**src/rtl/jb_pkg.sv**
```systemverilog
// Shared JumpBranch code definitions used by the control unit and the
// jump/branch resolution stage.
package jb_pkg;

   typedef logic [2:0] jb_code_t;

   localparam jb_code_t JB_OTHERS = 3'd0;
   localparam jb_code_t JB_BEQ    = 3'd1;
   localparam jb_code_t JB_BNE    = 3'd2;
   localparam jb_code_t JB_JR     = 3'd3;
   localparam jb_code_t JB_J      = 3'd4;
   localparam jb_code_t JB_JAL    = 3'd7;

endpackage

```
**src/rtl/jb_ras_stack.sv**
```systemverilog
// Circular return-address stack: push overwrites the oldest entry when full,
// pop on an empty stack is ignored. o_top is the most recently pushed entry.
module jb_ras_stack #(
   parameter int AW        = 32,
   parameter int RAS_DEPTH = 4
) (
   input  logic                         clk,
   input  logic                         rst,
   input  logic                         i_push,
   input  logic                         i_pop,
   input  logic [AW-1:0]                i_din,
   output logic [AW-1:0]                o_top,
   output logic [$clog2(RAS_DEPTH):0]   o_count
);

   localparam int PW = $clog2(RAS_DEPTH);
   localparam int CW = PW + 1;
   localparam logic [CW-1:0] FULL = CW'(RAS_DEPTH);

   logic [AW-1:0] r_mem [RAS_DEPTH];
   logic [PW-1:0] r_ptr;
   logic [CW-1:0] r_count;
   logic [PW-1:0] w_top_idx;

   // r_ptr points at the next free slot; when full it also points at the oldest.
   assign w_top_idx = r_ptr - PW'(1);
   assign o_top     = r_mem[w_top_idx];
   assign o_count   = r_count;

   always_ff @(posedge clk) begin
      if (rst) begin
         r_ptr   <= '0;
         r_count <= '0;
         for (int i = 0; i < RAS_DEPTH; i++) r_mem[i] <= '0;
      end else if (i_push) begin
         r_mem[r_ptr] <= i_din;
         r_ptr        <= r_ptr + PW'(1);
         if (r_count != FULL) r_count <= r_count + CW'(1);
      end else if (i_pop && (r_count != '0)) begin
         r_ptr   <= w_top_idx;
         r_count <= r_count - CW'(1);
      end
   end

endmodule

```
**src/rtl/jb_resolve_ras.sv**
```systemverilog
// Jump/branch resolution stage with return-address stack and registered redirect.
// Optional macro JB_STATS_EN adds saturating redirect_cnt / ras_miss_cnt outputs.
module jb_resolve_ras
   import jb_pkg::*;
#(
   parameter int AW          = 32,
   parameter int RAS_DEPTH   = 4,
   parameter int LINK_OFFSET = 4
) (
   input  logic                        clk,
   input  logic                        rst,
   input  logic                        in_valid,
   input  logic                        stall,
   input  logic                        flush,
   input  logic [2:0]                  jump_branch,
   input  logic [AW-1:0]               pc,
   input  logic                        zero,
   input  logic [AW-1:0]               rs_val,
   input  logic [AW-1:0]               br_target,
   input  logic [AW-1:0]               j_target,
   output logic                        out_valid,
   output logic                        jal,
   output logic                        redirect,
   output logic [AW-1:0]               target,
   output logic [AW-1:0]               link_addr,
   output logic                        ras_hit,
   output logic [$clog2(RAS_DEPTH):0]  ras_count
`ifdef JB_STATS_EN
   ,
   output logic [31:0]                 redirect_cnt,
   output logic [31:0]                 ras_miss_cnt
`endif
);

   localparam int CW = $clog2(RAS_DEPTH) + 1;

   logic          w_accept;
   logic          w_is_jal;
   logic          w_is_jr;
   logic          w_redirect;
   logic [AW-1:0] w_target;
   logic [AW-1:0] w_link;
   logic [AW-1:0] w_top;
   logic [CW-1:0] w_count;
   logic          w_hit;

   logic          r_out_valid;
   logic          r_jal;
   logic          r_redirect;
   logic [AW-1:0] r_target;
   logic [AW-1:0] r_link;
   logic          r_hit;

   // Flush and stall both block acceptance, so no RAS update can leak through.
   assign w_accept = in_valid && !stall && !flush;
   assign w_link   = pc + AW'(LINK_OFFSET);

   always_comb begin
      w_is_jal   = 1'b0;
      w_is_jr    = 1'b0;
      w_redirect = 1'b0;
      w_target   = '0;
      case (jb_code_t'(jump_branch))
         JB_BEQ: begin
            w_redirect = zero;
            w_target   = zero ? br_target : '0;
         end
         JB_BNE: begin
            w_redirect = !zero;
            w_target   = zero ? '0 : br_target;
         end
         JB_JR: begin
            w_is_jr    = 1'b1;
            w_redirect = 1'b1;
            w_target   = rs_val;
         end
         JB_J: begin
            w_redirect = 1'b1;
            w_target   = j_target;
         end
         JB_JAL: begin
            w_is_jal   = 1'b1;
            w_redirect = 1'b1;
            w_target   = j_target;
         end
         default: ;
      endcase
   end

   jb_ras_stack #(
      .AW        (AW),
      .RAS_DEPTH (RAS_DEPTH)
   ) u_ras (
      .clk     (clk),
      .rst     (rst),
      .i_push  (w_accept && w_is_jal),
      .i_pop   (w_accept && w_is_jr),
      .i_din   (w_link),
      .o_top   (w_top),
      .o_count (w_count)
   );

   assign w_hit = w_is_jr && (w_count != '0) && (w_top == rs_val);

   always_ff @(posedge clk) begin
      if (rst || flush || (!stall && !w_accept)) begin
         r_out_valid <= 1'b0;
         r_jal       <= 1'b0;
         r_redirect  <= 1'b0;
         r_target    <= '0;
         r_link      <= '0;
         r_hit       <= 1'b0;
      end else if (w_accept) begin
         r_out_valid <= 1'b1;
         r_jal       <= w_is_jal;
         r_redirect  <= w_redirect;
         r_target    <= w_target;
         r_link      <= w_is_jal ? w_link : '0;
         r_hit       <= w_hit;
      end
   end

   assign out_valid = r_out_valid;
   assign jal       = r_jal;
   assign redirect  = r_redirect;
   assign target    = r_target;
   assign link_addr = r_link;
   assign ras_hit   = r_hit;
   assign ras_count = w_count;

`ifdef JB_STATS_EN
   logic [31:0] r_redirect_cnt;
   logic [31:0] r_ras_miss_cnt;

   always_ff @(posedge clk) begin
      if (rst) begin
         r_redirect_cnt <= '0;
         r_ras_miss_cnt <= '0;
      end else if (w_accept) begin
         if (w_redirect && (r_redirect_cnt != 32'hFFFF_FFFF))
            r_redirect_cnt <= r_redirect_cnt + 32'd1;
         if (w_is_jr && !w_hit && (r_ras_miss_cnt != 32'hFFFF_FFFF))
            r_ras_miss_cnt <= r_ras_miss_cnt + 32'd1;
      end
   end

   assign redirect_cnt = r_redirect_cnt;
   assign ras_miss_cnt = r_ras_miss_cnt;
`endif

endmodule

```
**config.mk**
```make
export PLATFORM = sky130hd
export DESIGN_NAME = jb_resolve_ras
export DESIGN_NICKNAME = d
export VERILOG_FILES = /design/src/rtl/jb_pkg.sv /design/src/rtl/jb_ras_stack.sv /design/src/rtl/jb_resolve_ras.sv
export SDC_FILE = /design/constraint.sdc
export NUM_CORES = 1
export LEC_CHECK = 0
export ABC_AREA = 1
export BUFFER_PORTS_ARGS = -buffer_cell sky130_fd_sc_hd__buf_4
export CORE_ASPECT_RATIO = 0.7
export CORE_MARGIN = 4
export CORE_UTILIZATION = 35
export CTS_BUF_LIST = sky130_fd_sc_hd__clkbuf_2
export DETAILED_ROUTE_END_ITERATION = 10
export GPL_ROUTABILITY_DRIVEN = 0
export PLACE_DENSITY = 0.6
export SETUP_SLACK_MARGIN = 0.15
export SYNTH_ARGS = -nofsm -noshare
export SYNTH_HDL_FRONTEND = slang
export SYNTH_SLANG_ARGS = --single-unit
```
**constraint.sdc**
```tcl
create_clock -name clk -period 5.08 [get_ports clk]
set_input_delay 0.508 -clock clk [delete_from_list [all_inputs] [get_ports clk]]
set_output_delay 0.508 -clock clk [all_outputs]
set_load 0.01 [all_outputs]
```
## Yosys cells after proc, flatten, opt, wreduce, memory -nomap -nowiden

Memories as Yosys holds them, arrays and structs flattened.
Cells that the tools add are included.

- Flip-flop bits (word level): 73
- RAM bits: 128
- Input bits: 137
- Output and inout port bits: 71
- Logic and storage cells: 62
- Memories: 1

Memory list:

| memory | words | bits a word | read ports | clocked after Yosys merged registers in | write ports | RTL line | text |
|---|---|---|---|---|---|---|---|
| u_ras.r_mem | 4 | 32 | 1 | 0 | 4 | jb_ras_stack.sv:20 | `logic [AW-1:0] r_mem [RAS_DEPTH];` |

- Add/subtract/negate cells: 5
- Eq/ne operators: 8
- Multiplexer cells: 20
- Reductions and logical operators: 20

Operators with widths:

| kind | number |
|---|---|
| two-way mux 32 bit | 4 |
| one-hot mux 32 bit (4 select lines) | 1 |
| adder 32 x 3 -> 32 bit (second input constant) | 1 |
| == test 32 bit | 1 |
| OR reduction 32 bit | 1 |
| two-way mux 3 bit | 3 |
| logical AND 1 bit | 8 |
| two-way mux 1 bit | 8 |
| == test 3 x 2 -> 1 bit (second input constant) | 2 |
| == test 3 bit (second input constant) | 2 |
| two-way mux 2 bit | 3 |
| logical NOT 1 bit | 4 |
| adder 3 x 1 -> 3 bit (second input constant) | 1 |
| == test 3 x 1 -> 1 bit (second input constant) | 1 |
| inequality test 3 bit (second input constant) | 1 |
| one-hot mux 1 bit (3 select lines) | 1 |
| nonzero test 3 bit | 1 |
| OR reduction 3 bit | 1 |
| subtractor 3 x 1 -> 3 bit (second input constant) | 1 |
| adder 2 x 1 -> 2 bit (second input constant) | 1 |
| logical OR 1 bit | 2 |
| inequality test 2 bit (second input constant) | 1 |
| AND reduction 2 bit | 1 |
| nonzero test 2 bit | 1 |
| 2 further kinds | 2 |

## Longest topological paths before layout

- Depth after elaboration: 9
- Depth in mapped cells: 15
- Depth with buffers taken out: 14

## Cells and area by module

From an unflattened synthesis, not the netlist that was laid out.

- Cells, all modules: 1,228
- Area total of the unflattened synthesis: 10,267.3 µm²

Modules (own cells, without submodules):

| module | instances | cells each | area an instance (µm²) | seq. area each (µm²) |
|---|---|---|---|---|
| jb_ras_stack | 1 | 553 | 6,039.5 | 3,943.8 |
| jb_resolve_ras | 1 | 675 | 4,227.8 | 1,361.3 |

## Worst setup path before layout

Ideal clock, no wire load.

- Path type: input to register
- Start: in stall
- End: mem u_ras.r_mem[3][0], enable pin
- Setup time: 0.466 ns
- Arrival time: 3.463 ns
- Data required time: 4.614 ns
- Path slack: 1.152 ns
- Stages: 5
- Path buffers: 0
- Cells stage by stage: nor3_4 -> inv_2 -> nor2_8 -> inv_2 -> o21ai_0

RTL lines:

| what | RTL line | text |
|---|---|---|
| from (decl) | jb_resolve_ras.sv:13 | `input logic stall,` |
| to (decl) | jb_ras_stack.sv:20 |  |

==> metrics.yaml <==
post-place-cells: 1801
worstSetupStartpoint: "u_ras.r_ptr[1]"
critical_path_required_ps: 5510
irDropWorstVdd_uv: 104.7
crit_path_end_kind: "register"
worst_skew_pair.late_latency_ps: 820
synth_sequential_area_ratio: 0.5260
die_area_mm2: 0.03164
crit_path_end: "u_ras.r_mem[2][25]"
unrepaired_setup_endpoints_after_global_routing: "false"
io_buffers: 207
number_of_global_route_vias_before_repair: 9330
route.detailed.wl_per_inst_um: 18.38
worst_r2r_startpoint: "u_ras.r_ptr[1]"
worst_slew_pin_slew_ps: 1135
synth_largest_area_cell: "sky130_fd_sc_hd__edfxtp_1"
filler_cell_count: 2825
synth.top_cell.area_share: 0.3811
drc: 0
synthMostInstantiatedCell: "sky130_fd_sc_hd__nand2_1"
drtPass1Iterations: 5
cts-root-buf: "sky130_fd_sc_hd__clkbuf_2"
synth_cell_type_count: 41
synth_flop_cell: "sky130_fd_sc_hd__edfxtp_1"
layout-drive-gt1-share: 0.2260
finalCritPeriodShare: 0.6726
data_arrival_critical_path_ps: 3850
floorplan.rows: 51
initial_utilization: 0.3592
postCtsSetupRepairBufs: 0
antenna_found_initial: 0
synth_enable_flop_cells: 128
synthCells: 1263
finalCriticalPeriod_ps: 3417
fmaxAchievable_mhz: 292.7
chipHeight_um: 150.0
outcome: "finished clean"
n_antenna_cell: 0
synthesis.nets: 1402
holdCritPathClass: "in -> reg"
clockBufferDepth: 3
ys_ff_latch: 201
slew_violations: 0
global_route_wire_length_before_repair_um: 53450
cts_htree_levels: 2
relSlewSlack: 0.2421
ant_nets: 0
post_synth_main_area_contributors: "sky130_fd_sc_hd__edfxtp_1 38%, sky130_fd_sc_hd__nand2_1 16%, sky130_fd_sc_hd__dfxtp_1 14%"
ff2ff_path_depth: 5
critical_path_start_type: "register"
ff_latch_area_mm2: 0.005305
drtIter0Drc: 860
avgSynthCellArea_um2: 7.986
chipWidth_um: 210.9
synth_warnings: 0
layout.cells.non_filler: 1924
globalRoute.totalOverflow: 0
grt_start_max_net_pins: 68
synthesized_cell_area_mm2: 0.01009
routed_wire_length_um: 35360
max-cap-violations: 0
timing.reg2reg.setup_slack_ps: 1660
path_clk_slew_ps: 120
timing_worst_setup_path_type: "reg -> reg"
num-nets-final: 1657
cts_inserted_buffers: 50
p_leak_uw: 0.005719
yosys-top-cells-count: "430 x sky130_fd_sc_hd__nand2_1, 176 x sky130_fd_sc_hd__nor2_1, 128 x sky130_fd_sc_hd__edfxtp_1"
post-route-util: 0.4553
num_io_pins: 208
post_synth_arst_share: 0
via_per_inst: 4.953
final-setup-viol-count: 0
clock-skew-final_ps: 50.25
footprint_of_the_multi_input_gates_mm2: 0.004155
fin_setup_tns_ps: 0
grt_use_total: 0.2178
cts.sinks: 201
powerDensity_mw_per_mm2: 251.0
fp.coreArea_mm2: 0.02808
worst_r2r_endpoint: "u_ras.r_mem[2][25]"
cts_tree: "yes"
dp_hpwl_um: 25400
vias: 9530
hold_viol: 0
post_cts_resize_count: 0
area_delta_synth_final_pct: 26.75
critical_path_peak_fanout: 30
==> repair_timing <==
item,CTS,global route
endpoints found under the hold margin,34,0
setup endpoints to repair,0,0
hold buffers,36,0
==> sequential cells by signal, indices dropped and copies added, names as in the netlist <==
signal	count
link_addr	32
jal	1
redirect	1
u_ras.o_count	3
ras_hit	1
target	32
out_valid	1
u_ras.r_ptr	2
u_ras.r_mem	128
==> worst max-delay path, stage by stage, from the launching register on <==
cell	delay (ps)
sky130_fd_sc_hd__dfxtp_1	1080
sky130_fd_sc_hd__inv_2	440
sky130_fd_sc_hd__nor2_2	570
sky130_fd_sc_hd__nand2_1	280
sky130_fd_sc_hd__nand2_1	190
sky130_fd_sc_hd__buf_4	460
==> per-layer routing <==
| metal | routed length (um) | GRT usage | vias to the layer above |
|---|---|---|---|
| li1 | - | - | 4619 |
| met4 | 414 | 0.05021 | 0 |
| met1 | 16380 | 0.3320 | 4416 |
| met5 | 0 | 0 | - |
| met2 | 14800 | 0.3115 | 461 |
| met3 | 3760 | 0.05218 | 34 |
==> cells in the final DEF (no fill, tap or decap), types with 2 or more instances in the layout <==
| cell | n |
|---|---|
| sky130_fd_sc_hd__o22ai_1 | 4 |
| sky130_fd_sc_hd__dfxtp_1 | 73 |
| sky130_fd_sc_hd__dlygate4sd3_1 | 36 |
| sky130_fd_sc_hd__nand3_1 | 73 |
| sky130_fd_sc_hd__clkinv_1 | 8 |
| sky130_fd_sc_hd__a21oi_1 | 75 |
| sky130_fd_sc_hd__nor3_1 | 11 |
| sky130_fd_sc_hd__nand2_2 | 7 |
| sky130_fd_sc_hd__a22oi_1 | 21 |
| sky130_fd_sc_hd__xor2_1 | 12 |
| sky130_fd_sc_hd__o21ai_2 | 2 |
| sky130_fd_sc_hd__clkbuf_2 | 79 |
| sky130_fd_sc_hd__nor2_1 | 176 |
| sky130_fd_sc_hd__nand2_1 | 430 |
| sky130_fd_sc_hd__nand3b_1 | 6 |
| sky130_fd_sc_hd__buf_4 | 223 |
| sky130_fd_sc_hd__nor2_2 | 7 |
| sky130_fd_sc_hd__or2_2 | 2 |
| sky130_fd_sc_hd__o21bai_1 | 2 |
| sky130_fd_sc_hd__o21ai_1 | 2 |
| sky130_fd_sc_hd__nand4_1 | 9 |
| sky130_fd_sc_hd__nor3_2 | 2 |
| sky130_fd_sc_hd__o211ai_1 | 2 |
| sky130_fd_sc_hd__inv_2 | 9 |
| sky130_fd_sc_hd__xnor2_1 | 9 |
| sky130_fd_sc_hd__edfxtp_1 | 128 |
| sky130_fd_sc_hd__xor2_2 | 3 |
| sky130_fd_sc_hd__o21ai_0 | 21 |
| sky130_fd_sc_hd__a2bb2oi_1 | 2 |
| sky130_fd_sc_hd__inv_1 | 96 |
| sky130_fd_sc_hd__nor2_4 | 9 |
| sky130_fd_sc_hd__nand3_2 | 2 |
==> per-stage QoR <==
step / hold WS (ps) / area, um^2 / power (uW) / setup WS, ps
4_1_cts: 1.004 / 12780 / 3239 / 1738
3_3_place_gp: 452.9 / 12000 / 2149 / 1835
5_1_grt: 12.48 / 12780 / 3359 / 1527
6_report: 90.61 / 12780 / 3208 / 1663
3_5_place_dp: 458.2 / 12000 / 2152 / 1774
2_1_floorplan: 490.0 / 10090 / 1970 / 1152
==> worst min-delay path by stage <==
stage / from / to / slack, ps / cells past startpoint
after floorplan: link_addr[9] / link_addr[9] / 490 / 2
after global placement: out_valid / out_valid / 450 / 1
after detailed placement: target[22] / target[22] / 460 / 2
after CTS: j_target[17] / target[17] / 1 / 5
after global routing: br_target[24] / target[24] / 10 / 5
final: pc[14] / link_addr[14] / 90 / 4
==> power by group <==
part	total [uW]	internal, uW	switching [uW]	leakage, uW
clock	1070	403	664	0.000343
sequential	1780	1770	13.8	0.00192
combinational	361	149	212	0.00345
==> final cells by class <==
class	count	share of cell area
Sequential cell	201	0.4150
Multi-Input combinational cell	900	0.3250
Timing Repair Buffer	259	0.1591
Tap cell	371	0.03631
Inverter	106	0.03112
Clock buffer	79	0.03093
Clock inverter	8	0.002447
==> logic make-up after synthesis <==
logic type                 share of synthesized area
AOI/OAI and AO/OA                            0.07667
xor gates and xnor gates                     0.02307
adders and majority gates                   0.003225
buffers and inverters                        0.06389
DFF                                           0.5260
and+or+nand+nor                               0.3072
Note: power is estimated with default switching activity, not from simulation.
